File: config.mk
export PLATFORM = sky130hd
export DESIGN_NAME = mem_stage_ls_flat
export DESIGN_NICKNAME = d
export VERILOG_FILES = /design/src/rtl/mem_stage_ls_if.sv /design/src/rtl/mem_stage_ls.sv /design/src/flat_wrapper.sv
export SDC_FILE = /design/constraint.sdc
export NUM_CORES = 1
export LEC_CHECK = 0
export ABC_CLOCK_PERIOD_IN_PS = 1800
export BUFFER_PORTS_ARGS = -buffer_cell sky130_fd_sc_hd__buf_2
export CORE_MARGIN = 2
export CORE_UTILIZATION = 47
export CTS_CLUSTER_DIAMETER = 150
export DETAILED_ROUTE_END_ITERATION = 7
export PLACE_DENSITY = 0.74
export SETUP_SLACK_MARGIN = 0.4
export SLEW_MARGIN = 20
export SYNTH_ARGS = -nofsm -noshare
export SYNTH_HDL_FRONTEND = slang
export SYNTH_SLANG_ARGS = --single-unit
File: constraint.sdc
create_clock -name clk -period 1.8 [get_ports clk]
set_input_delay 0.09 -clock clk [delete_from_list [all_inputs] [get_ports clk]]
set_output_delay 0.09 -clock clk [all_outputs]
set_load 0.05 [all_outputs]
File: src/rtl/mem_stage_ls_if.sv
// Bundle of the EX/MEM input, data-memory and WB-bound signals of mem_stage_ls.
// master: the stage itself; slave: the upstream/memory/WB environment.
interface mem_stage_ls_if #(
  parameter int XLEN   = 32,
  parameter int REG_AW = 5
);
  logic                in_valid;
  logic                in_ready;
  logic                mem_rd;
  logic                mem_wr;
  logic [2:0]          funct3;
  logic [2:0]          ctrl_wb_in;
  logic [REG_AW-1:0]   rd_mem;
  logic [XLEN-1:0]     pc4_mem;
  logic [XLEN-1:0]     alu_result;
  logic [XLEN-1:0]     write_data1;
  logic                dmem_req;
  logic                dmem_we;
  logic [XLEN-1:0]     dmem_addr;
  logic [XLEN-1:0]     dmem_wdata;
  logic [XLEN/8-1:0]   dmem_be;
  logic [XLEN-1:0]     dmem_rdata;
  logic                dmem_ack;
  logic                wb_valid;
  logic [2:0]          ctrl_wb;
  logic [REG_AW-1:0]   rd_wb;
  logic [XLEN-1:0]     pc4_wb;
  logic [XLEN-1:0]     alu_data;
  logic [XLEN-1:0]     mem_data;
  logic                misalign;
  logic                bus_err;

  modport master (
    input  in_valid, mem_rd, mem_wr, funct3, ctrl_wb_in, rd_mem, pc4_mem,
           alu_result, write_data1, dmem_rdata, dmem_ack,
    output in_ready, dmem_req, dmem_we, dmem_addr, dmem_wdata, dmem_be,
           wb_valid, ctrl_wb, rd_wb, pc4_wb, alu_data, mem_data, misalign, bus_err
  );

  modport slave (
    output in_valid, mem_rd, mem_wr, funct3, ctrl_wb_in, rd_mem, pc4_mem,
           alu_result, write_data1, dmem_rdata, dmem_ack,
    input  in_ready, dmem_req, dmem_we, dmem_addr, dmem_wdata, dmem_be,
           wb_valid, ctrl_wb, rd_wb, pc4_wb, alu_data, mem_data, misalign, bus_err
  );
endinterface

File: src/rtl/mem_stage_ls.sv
// MEM pipeline stage: byte-lane loads/stores with extension and misalignment
// detection, req/ack data-memory handshake with timeout, registered WB fields.
module mem_stage_ls #(
  parameter int XLEN        = 32,
  parameter int REG_AW      = 5,
  parameter int MEM_TIMEOUT = 15
) (
  input  logic          clk,
  input  logic          reset_n,
  mem_stage_ls_if.master bus
);
  localparam int NB = XLEN / 8;
  localparam int OW = $clog2(NB);
  localparam int CW = $clog2(MEM_TIMEOUT + 1);

  typedef enum logic {S_IDLE = 1'b0, S_ACCESS = 1'b1} state_t;

  state_t            r_state;
  logic [CW-1:0]     r_cnt;
  logic              r_dmem_req, r_dmem_we, r_wb_valid, r_misalign, r_bus_err;
  logic [XLEN-1:0]   r_dmem_addr, r_dmem_wdata, r_pc4_wb, r_alu_data, r_mem_data;
  logic [NB-1:0]     r_dmem_be;
  logic [2:0]        r_ctrl_wb;
  logic [REG_AW-1:0] r_rd_wb;
  logic [2:0]        r_p_ctrl;
  logic [REG_AW-1:0] r_p_rd;
  logic [XLEN-1:0]   r_p_pc4, r_p_alu;
  logic [OW-1:0]     r_p_off;
  logic [1:0]        r_p_size;
  logic              r_p_uns;

  logic              w_accept, w_mem_op, w_legal, w_aligned, w_sign;
  logic [1:0]        w_size;
  logic [OW-1:0]     w_off;
  logic [2:0]        w_off3, w_lowmask;
  logic [NB-1:0]     w_size_be, w_be;
  logic [XLEN-1:0]   w_lane_mask, w_wdata, w_addr, w_shift, w_ext;
  int                w_nbits;

  assign w_accept = bus.in_valid & (r_state == S_IDLE);
  assign w_mem_op = bus.mem_rd | bus.mem_wr;
  assign w_size   = bus.funct3[1:0];
  assign w_off    = bus.alu_result[OW-1:0];
  assign w_off3   = 3'(w_off);
  assign w_addr   = {bus.alu_result[XLEN-1:OW], {OW{1'b0}}};
  assign w_be     = w_size_be << w_off;
  assign w_wdata  = (bus.write_data1 & w_lane_mask) << {w_off, 3'b000};
  assign w_shift  = bus.dmem_rdata >> {r_p_off, 3'b000};

  // Access legality: size/sign combination and direction.
  always_comb begin
    w_legal = 1'b1;
    if (bus.mem_rd & bus.mem_wr) begin
      w_legal = 1'b0;
    end else if (bus.funct3 == 3'b111) begin
      w_legal = 1'b0;
    end else if (bus.mem_wr & bus.funct3[2]) begin
      w_legal = 1'b0;
    end else if (((w_size == 2'b11) || (bus.funct3 == 3'b110)) && (XLEN != 64)) begin
      w_legal = 1'b0;
    end else begin
      w_legal = 1'b1;
    end
  end

  // Size decode: alignment mask, byte-enable pattern and data-lane mask.
  always_comb begin
    w_lowmask = 3'b000;
    w_size_be = '0;
    case (w_size)
      2'b00:   begin w_lowmask = 3'b000; w_size_be = NB'(8'h01); end
      2'b01:   begin w_lowmask = 3'b001; w_size_be = NB'(8'h03); end
      2'b10:   begin w_lowmask = 3'b011; w_size_be = NB'(8'h0F); end
      default: begin w_lowmask = 3'b111; w_size_be = NB'(8'hFF); end
    endcase
    w_aligned = ((w_off3 & w_lowmask) == 3'b000);
    w_lane_mask = '0;
    for (int b = 0; b < NB; b++) begin
      w_lane_mask[8*b +: 8] = {8{w_size_be[b]}};
    end
  end

  // Load data: lane-shifted read data truncated to size, then extended.
  always_comb begin
    w_nbits = int'(32'd8 << r_p_size);
    case (r_p_size)
      2'b00:   w_sign = ~r_p_uns & w_shift[7];
      2'b01:   w_sign = ~r_p_uns & w_shift[15];
      2'b10:   w_sign = ~r_p_uns & w_shift[31];
      default: w_sign = ~r_p_uns & w_shift[XLEN-1];
    endcase
    w_ext = '0;
    for (int i = 0; i < XLEN; i++) begin
      w_ext[i] = (i < w_nbits) ? w_shift[i] : w_sign;
    end
  end

  // Stage FSM: accept, issue/hold request, complete on ack or timeout.
  always_ff @(posedge clk or negedge reset_n) begin
    if (!reset_n) begin
      r_state      <= S_IDLE;
      r_cnt        <= '0;
      r_dmem_req   <= 1'b0;
      r_dmem_we    <= 1'b0;
      r_dmem_addr  <= '0;
      r_dmem_wdata <= '0;
      r_dmem_be    <= '0;
      r_wb_valid   <= 1'b0;
      r_ctrl_wb    <= 3'b000;
      r_rd_wb      <= '0;
      r_pc4_wb     <= '0;
      r_alu_data   <= '0;
      r_mem_data   <= '0;
      r_misalign   <= 1'b0;
      r_bus_err    <= 1'b0;
      r_p_ctrl     <= 3'b000;
      r_p_rd       <= '0;
      r_p_pc4      <= '0;
      r_p_alu      <= '0;
      r_p_off      <= '0;
      r_p_size     <= 2'b00;
      r_p_uns      <= 1'b0;
    end else begin
      r_wb_valid <= 1'b0;
      r_misalign <= 1'b0;
      r_bus_err  <= 1'b0;
      case (r_state)
        S_IDLE: begin
          if (w_accept) begin
            r_p_ctrl <= bus.ctrl_wb_in;
            r_p_rd   <= bus.rd_mem;
            r_p_pc4  <= bus.pc4_mem;
            r_p_alu  <= bus.alu_result;
            r_p_off  <= w_off;
            r_p_size <= w_size;
            r_p_uns  <= bus.funct3[2];
            if (!w_mem_op || !(w_legal && w_aligned)) begin
              // Bad accesses retire immediately with writeback suppressed.
              r_wb_valid <= 1'b1;
              r_misalign <= w_mem_op;
              r_ctrl_wb  <= w_mem_op ? 3'b000 : bus.ctrl_wb_in;
              r_rd_wb    <= bus.rd_mem;
              r_pc4_wb   <= bus.pc4_mem;
              r_alu_data <= bus.alu_result;
              r_mem_data <= '0;
            end else begin
              r_dmem_req   <= 1'b1;
              r_dmem_we    <= bus.mem_wr;
              r_dmem_addr  <= w_addr;
              r_dmem_be    <= bus.mem_wr ? w_be : '0;
              r_dmem_wdata <= bus.mem_wr ? w_wdata : '0;
              r_cnt        <= '0;
              r_state      <= S_ACCESS;
            end
          end
        end
        S_ACCESS: begin
          if (bus.dmem_ack || (r_cnt == CW'(MEM_TIMEOUT - 1))) begin
            r_dmem_req <= 1'b0;
            r_wb_valid <= 1'b1;
            r_bus_err  <= ~bus.dmem_ack;
            r_ctrl_wb  <= bus.dmem_ack ? r_p_ctrl : 3'b000;
            r_rd_wb    <= r_p_rd;
            r_pc4_wb   <= r_p_pc4;
            r_alu_data <= r_p_alu;
            r_mem_data <= bus.dmem_ack ? w_ext : '0;
            r_state    <= S_IDLE;
          end else begin
            r_cnt <= r_cnt + 1'b1;
          end
        end
        default: begin
          r_state    <= S_IDLE;
          r_dmem_req <= 1'b0;
        end
      endcase
    end
  end

  assign bus.in_ready   = (r_state == S_IDLE);
  assign bus.dmem_req   = r_dmem_req;
  assign bus.dmem_we    = r_dmem_we;
  assign bus.dmem_addr  = r_dmem_addr;
  assign bus.dmem_wdata = r_dmem_wdata;
  assign bus.dmem_be    = r_dmem_be;
  assign bus.wb_valid   = r_wb_valid;
  assign bus.ctrl_wb    = r_ctrl_wb;
  assign bus.rd_wb      = r_rd_wb;
  assign bus.pc4_wb     = r_pc4_wb;
  assign bus.alu_data   = r_alu_data;
  assign bus.mem_data   = r_mem_data;
  assign bus.misalign   = r_misalign;
  assign bus.bus_err    = r_bus_err;
endmodule

File: src/flat_wrapper.sv
// flat-port wrapper written by rule: the top's interface ports become plain ports
module mem_stage_ls_flat 
#(
  parameter int XLEN        = 32,
  parameter int REG_AW      = 5,
  parameter int MEM_TIMEOUT = 15
)
  (clk, reset_n, bus_in_valid, bus_mem_rd, bus_mem_wr, bus_funct3, bus_ctrl_wb_in, bus_rd_mem, bus_pc4_mem, bus_alu_result, bus_write_data1, bus_dmem_rdata, bus_dmem_ack, bus_in_ready, bus_dmem_req, bus_dmem_we, bus_dmem_addr, bus_dmem_wdata, bus_dmem_be, bus_wb_valid, bus_ctrl_wb, bus_rd_wb, bus_pc4_wb, bus_alu_data, bus_mem_data, bus_misalign, bus_bus_err);
  mem_stage_ls_if #(.XLEN(XLEN), .REG_AW(REG_AW)) bus_i ();
  input  logic clk;
  input  logic reset_n;
  input wire logic [$bits(bus_i.in_valid)-1:0] bus_in_valid;
  input wire logic [$bits(bus_i.mem_rd)-1:0] bus_mem_rd;
  input wire logic [$bits(bus_i.mem_wr)-1:0] bus_mem_wr;
  input wire logic [$bits(bus_i.funct3)-1:0] bus_funct3;
  input wire logic [$bits(bus_i.ctrl_wb_in)-1:0] bus_ctrl_wb_in;
  input wire logic [$bits(bus_i.rd_mem)-1:0] bus_rd_mem;
  input wire logic [$bits(bus_i.pc4_mem)-1:0] bus_pc4_mem;
  input wire logic [$bits(bus_i.alu_result)-1:0] bus_alu_result;
  input wire logic [$bits(bus_i.write_data1)-1:0] bus_write_data1;
  input wire logic [$bits(bus_i.dmem_rdata)-1:0] bus_dmem_rdata;
  input wire logic [$bits(bus_i.dmem_ack)-1:0] bus_dmem_ack;
  output wire logic [$bits(bus_i.in_ready)-1:0] bus_in_ready;
  output wire logic [$bits(bus_i.dmem_req)-1:0] bus_dmem_req;
  output wire logic [$bits(bus_i.dmem_we)-1:0] bus_dmem_we;
  output wire logic [$bits(bus_i.dmem_addr)-1:0] bus_dmem_addr;
  output wire logic [$bits(bus_i.dmem_wdata)-1:0] bus_dmem_wdata;
  output wire logic [$bits(bus_i.dmem_be)-1:0] bus_dmem_be;
  output wire logic [$bits(bus_i.wb_valid)-1:0] bus_wb_valid;
  output wire logic [$bits(bus_i.ctrl_wb)-1:0] bus_ctrl_wb;
  output wire logic [$bits(bus_i.rd_wb)-1:0] bus_rd_wb;
  output wire logic [$bits(bus_i.pc4_wb)-1:0] bus_pc4_wb;
  output wire logic [$bits(bus_i.alu_data)-1:0] bus_alu_data;
  output wire logic [$bits(bus_i.mem_data)-1:0] bus_mem_data;
  output wire logic [$bits(bus_i.misalign)-1:0] bus_misalign;
  output wire logic [$bits(bus_i.bus_err)-1:0] bus_bus_err;
  assign bus_i.in_valid = bus_in_valid;
  assign bus_i.mem_rd = bus_mem_rd;
  assign bus_i.mem_wr = bus_mem_wr;
  assign bus_i.funct3 = bus_funct3;
  assign bus_i.ctrl_wb_in = bus_ctrl_wb_in;
  assign bus_i.rd_mem = bus_rd_mem;
  assign bus_i.pc4_mem = bus_pc4_mem;
  assign bus_i.alu_result = bus_alu_result;
  assign bus_i.write_data1 = bus_write_data1;
  assign bus_i.dmem_rdata = bus_dmem_rdata;
  assign bus_i.dmem_ack = bus_dmem_ack;
  assign bus_in_ready = bus_i.in_ready;
  assign bus_dmem_req = bus_i.dmem_req;
  assign bus_dmem_we = bus_i.dmem_we;
  assign bus_dmem_addr = bus_i.dmem_addr;
  assign bus_dmem_wdata = bus_i.dmem_wdata;
  assign bus_dmem_be = bus_i.dmem_be;
  assign bus_wb_valid = bus_i.wb_valid;
  assign bus_ctrl_wb = bus_i.ctrl_wb;
  assign bus_rd_wb = bus_i.rd_wb;
  assign bus_pc4_wb = bus_i.pc4_wb;
  assign bus_alu_data = bus_i.alu_data;
  assign bus_mem_data = bus_i.mem_data;
  assign bus_misalign = bus_i.misalign;
  assign bus_bus_err = bus_i.bus_err;
  mem_stage_ls #(.XLEN(XLEN), .REG_AW(REG_AW), .MEM_TIMEOUT(MEM_TIMEOUT)) u_core (.clk(clk), .reset_n(reset_n), .bus(bus_i));
endmodule
# After elaboration in Yosys (flattened, before gate mapping)
# Cells that the tools add are included.
# totals
register_bits	257
input_bits	145
output_inout_bits	178
wordCells	183
# classes
n_addsub	1
order_cmp	32
eq_ne	12
n_shift	4
muxes	85
bitwise_logic	13
n_reduce_logical	14
# ops
cell	n
< comparator 6 x 32 -> 1 bit, first input constant	16
two-way mux 32 bit	11
< comparator 5 x 32 -> 1 bit, first input constant	8
case mux 32 bit (2 select lines)	3
< comparator 4 x 32 -> 1 bit, first input constant	4
< comparator 3 x 32 -> 1 bit, first input constant	2
two-way mux 1 bit	50
AND 32 bit	1
< comparator 1 x 32 -> 1 bit, first input constant	1
< comparator 2 x 32 -> 1 bit, first input constant	1
<< shifter 32 x 5 -> 32 bit	1
<< shifter 4 x 2 -> 32 bit, first input constant	1
>> shifter 32 x 5 -> 32 bit	1
two-way mux 4 bit	4
case mux 4 bit (2 select lines)	2
two-way mux 3 bit	5
two-way mux 5 bit	3
AND reduction 3 bit	4
case mux 5 bit (2 select lines)	1
case mux 3 bit (3 select lines)	1
case mux 1 bit (2 select lines)	4
AND 1 bit	6
equality test 3 bit, second input constant	2
!= test 2 bit, second input constant	3
other kinds (16)	26

# Longest topological paths before layout
# logic_depth
word_depth	12
mapped_depth	8
depth_no_buf	6

# Worst setup path after synthesis
# No wires, ideal clock.
# synth_path
kind	register to register
from	register u_core.r_state
to	register u_core.r_dmem_wdata[23] (netlist: u_core.bus.dmem_wdata[23])
arrival_time_ns	2.077
slack_ns	-0.398
stages_incl_launch_ff	9
path_buffers	4
path_cell_list	dfrtp_1 > clkbuf_1 > inv_1 > nand2_1 > or3_1 > buf_2 > buf_6 > buf_6 > a22o_1
# synth_between
elab_chain_cells	3
# synth_rtl
item	line	source
from (decl)	mem_stage_ls.sv:18	state_t r_state;
from (signal assigned)	mem_stage_ls.sv:101	r_state <= S_IDLE;
from (signal assigned)	mem_stage_ls.sv:153	r_state <= S_ACCESS;
from (signal assigned)	mem_stage_ls.sv:167	r_state <= S_IDLE;
inverter 1 bit (no line) (*)	n/a	
named net bus_in_ready	flat_wrapper.sv:23	output wire logic [$bits(bus_i.in_ready)-1:0] bus_in_ready;
AND 1 bit	mem_stage_ls.sv:40	assign w_accept = bus.in_valid & (r_state == S_IDLE);
AND reduction 3 bit (no line) (*)	n/a	
to (signal assigned)	mem_stage_ls.sv:151	r_dmem_wdata <= bus.mem_wr ? w_wdata : '0;
to (decl)	mem_stage_ls.sv:21	logic [XLEN-1:0] r_dmem_addr, r_dmem_wdata, r_pc4_wb, r_alu_data, r_mem_data;
# Mark *: on every way through the listed nets, which the timed path passes. The rest lies on a longest branch.
# A chain may end at the register's enable or synchronous reset.

# Worst setup path in the final report
# layout_path
from	register u_core.r_state
to	register u_core.r_dmem_addr[24] (netlist: u_core.bus.dmem_addr[24])
# layout_between
elab_chain_cells	3
# layout_rtl
item	line	source
inverter 1 bit (no line) (*)	n/a	
AND 1 bit	mem_stage_ls.sv:40	
AND reduction 3 bit (no line) (*)	n/a	
to (signal assigned)	mem_stage_ls.sv:149	r_dmem_addr <= w_addr;
to (decl)	mem_stage_ls.sv:21	
# Every way passes the cells marked *; elsewhere a longest branch is shown, timed or not.

==> flow_summary.yaml <==
outcome:
  status: "complete, but fails checks"
  violations: "negative setup slack"
setup_path:
  critPathLaunchType: "register"
  r2r_cells: 6
  r2r-start: "u_core.r_state"
  slowest_delay_ns: 0.52
  r2r_setup_slack_ns: -0.05
  cp_max_fo: 17
  slowest_stage: "dfrtp_4"
  crit_required_ns: 2.20
  criticalPathCategory: "register to register"
  crit_chain: "buf_6 > clkinvlp_4 > nand2_4 > or3_4 > buf_12 > mux2_2"
  setup.worst_path.end_class: "register"
  r2r-end: "u_core.bus.dmem_addr[24]"
  cp.arrival_ns: 2.26
power:
  p_comb_share_pct: 34.1
  ir_worst_vdd_mv: 1.14
  seqPwrFrac_pct: 35.9
  power_density_nw_per_um2: 1200
  switchingPower_uw: 7240
  p_int_uw: 13100
  p_clk_share_pct: 30.0
  p_total_uw: 20300
  p_leak_uw: 0.00807
  switching_share_pct: 35.6
logic_synthesis:
  synth_cells: 822
  synth_top_area_share_pct: 56.1
  synth_cell_types: 47
  synth_ff_type: "dfrtp_1"
  ys_ff_latch: 255
  synth_area_leader_cell: "dfrtp_1"
  syn_avg_cell_area_um2: 13.8
  synthTopCellsByArea: "dfrtp_1 56%, mux2_2 25%, a22o_1 3.5%, mux2i_1 2.1%, o21ai_0 2.0%"
  async_reset_ff_share_pct: 100
  ys_warn_count: 0
  seq_area_frac_synth_pct: 56.1
  synth_area_um2: 11400
  synth_edf_count: 0
timing:
  layout_setup_ws_ns: -0.0511
  slew_violations: 0
  fmax_ghz: 0.540
  grt_setup_unrepaired: "yes"
  final-setup-viol-count: 67
  timing.final.crit_period_ns: 1.85
  relSlewSlack_pct: 63.1
  fin_worst_hold_slack_ns: 0.0252
  finalCritPeriodShare_pct: 103
  final-hold-violation-count: 0
  worst_pin_slew_ns: 0.552
  clock_skew_ns: 0.00711
routing:
  route.vias.total: 9013
  vias_per_cell: 5.42
  drt_iter0_drc: 645
  dr.pass1.iters: 5
  wl_per_cell_um: 20.5
  ant_nets: 0
  drc: 0
  routed_wirelength_mm: 34.1
floorplan:
  ios: 323
  start_util_pct: 48.2
  dieArea_um2: 25500
  fp.coreArea_um2: 23600
  die_x_um: 160
  die_y_um: 160
  rows: 56
place:
  dpl.cell_count: 1445
  pre_cts_slack_ns: -0.304
  gp_congestion: 0.840
  io_buffer_count: 320
  hpwl_mm: 19.5
final_layout:
  drive_above_1_share_pct: 55.5
  diodes: 0
  area_growth_pct: 48.8
  stdcell_count: 1664
  final_util_pct: 71.7
  fin_nets: 1471
  fillCellCount: 1579
global_route:
  grt_max_degree: 68
  grt_pass1_wl_mm: 50.7
  grt_antenna_before_repair: 0
  grt_overflow: 0
  grt_usage_pct: 24.6
  grt_pass1_vias: 9282
min_path:
  worstHoldStart: "bus_write_data1[19]"
  worstHoldPathCells: 4
  worstHoldPathType: "input port to register"
  whs_endpoint: "u_core.bus.dmem_wdata[27]"
clocking:
  cts.sinks: 255
  clk_path_buf_depth: 3
  clk-insertion-delay-late_ns: 0.53
  htree_num_levels: 1
  clk_pin_slew_ns: 0.06
  root_buffer: "clkbuf_16"
  cts_tree: "built"
  cts_buffers: 28
flow_run:
  maxCapViolCount: 0
## per-stage QoR
step	TNS [ns]	instance area [um2]
floorplan	-1.80	11500
global placement	-22.81	13600
detailed placement	-25.65	13600
CTS	-0.491	16200
global route	-4.80	16900
finish	-1.51	16900
## metal layers
metal / vias to the layer above / wire length, um / GRT usage (%)
li1: 4080 / - / -
met1: 4509 / 14400 / 32.5
met2: 364 / 16600 / 40.8
met3: 60 / 2220 / 5.31
met4: 0 / 887 / 7.31
met5: - / 0 / 0
## synthesized netlist by cell type (2+ instances only)
library cell	n
o21ai_0	46
or3_1	2
a221o_1	16
nand2_1	32
nor3_1	6
nor2_1	4
a22o_1	45
o2bb2ai_1	9
ha_1	2
a32o_1	8
dfrtp_1	255
a32oi_1	8
inv_1	5
mux2i_1	24
nand2b_1	2
buf_6	6
a21oi_1	10
buf_2	18
or2_2	2
a21o_1	2
nor3b_1	2
buf_1	5
clkbuf_1	27
mux2_2	252
buf_4	5
nor2b_1	5
nand3_1	4
## power by group through the flow
stage / combinational [uW] / clock, uW / sequential [uW]
after floorplan: 1810 / 0 / 9870
after global placement: 5930 / 0 / 7280
after detailed placement: 6000 / 0 / 7330
after CTS: 6600 / 6190 / 7250
after global routing: 7240 / 6490 / 7400
final: 6920 / 6100 / 7290
## how the worst max path moves through the flow
stage,start,end,slack (ns),cells after the start
after floorplan,u_core.r_state,u_core.bus.dmem_wdata[23],-0.07,8
after global placement,bus_funct3[0],u_core.bus.ctrl_wb[2],-0.28,6
after detailed placement,bus_funct3[0],u_core.bus.ctrl_wb[2],-0.30,6
after CTS,u_core.r_state,u_core.bus.dmem_addr[24],-0.02,6
after global routing,u_core.r_state,u_core.bus.dmem_addr[31],-0.08,6
final,u_core.r_state,u_core.bus.dmem_addr[24],-0.05,6
## worst max-delay path: cells and delay by family (launching register included)
family	cells	cell delay, ns
flip-flops	1	0.52
AND/OR/NAND/NOR	2	0.49
multiplexers	1	0.29
buffers and inverters	3	0.40
## logic make-up after synthesis
kind of cell / share of synthesized area, %
AO/OA/AOI/OAI: 10.3
XOR/XNOR: 0.154
adder cells (fa/ha/maj): 0.220
buffers and inverters: 2.94
flip-flops: 56.1
multiplexers: 27.3
other: 0.0330
AND/OR/NAND/NOR: 2.99
## flip-flops by register name, summed over array words and instances, names as in the netlist, 5 cells and up
register / flops
u_core.bus.alu_data: 32
u_core.bus.dmem_addr: 30
u_core.bus.dmem_wdata: 32
u_core.bus.mem_data: 32
u_core.bus.pc4_wb: 32
u_core.bus.rd_wb: 5
u_core.r_p_alu: 31
u_core.r_p_pc4: 32
u_core.r_p_rd: 5
## placed cells by master (no fill, tap or decap), types with 5 or more instances in the layout
master and count:
a221o_1 16, clkinv_2 6, mux2_4 35, buf_16 9, buf_6 11, o2bb2ai_1 9
mux2_2 217, dlygate4sd3_1 115, nor3_1 5, dfrtp_1 252, a32o_1 8, buf_8 6
buf_2 318, a22o_1 45, clkbuf_8 7, buf_4 41, clkbuf_16 41, o21ai_0 45
nand2_1 28, mux2i_1 24, a32oi_1 8, a21oi_1 8, buf_12 20
## area by class of cell
type,instances,area [um2],area share (%)
Inverter,5,22.5,0.133
Sequential cell,255,6390,37.7
Tap cell,319,399,2.36
Timing Repair Buffer,532,4210,24.9
Multi-Input combinational cell,502,4910,29.0
Clock inverter,11,158,0.932
Clock buffer,40,837,4.95
## timing repair
| action | CTS | global route |
|---|---|---|
| hold endpoints to repair | 477 | 0 |
| cloned | 7 | 15 |
| buffers inserted | 9 | 22 |
| hold buffers | 115 | 0 |
| pin swaps | 10 | 8 |
| resized for setup | 61 | 35 |
| setup endpoints to repair | 254 | 255 |
No activity file was read; power rests on OpenSTA's default activity.
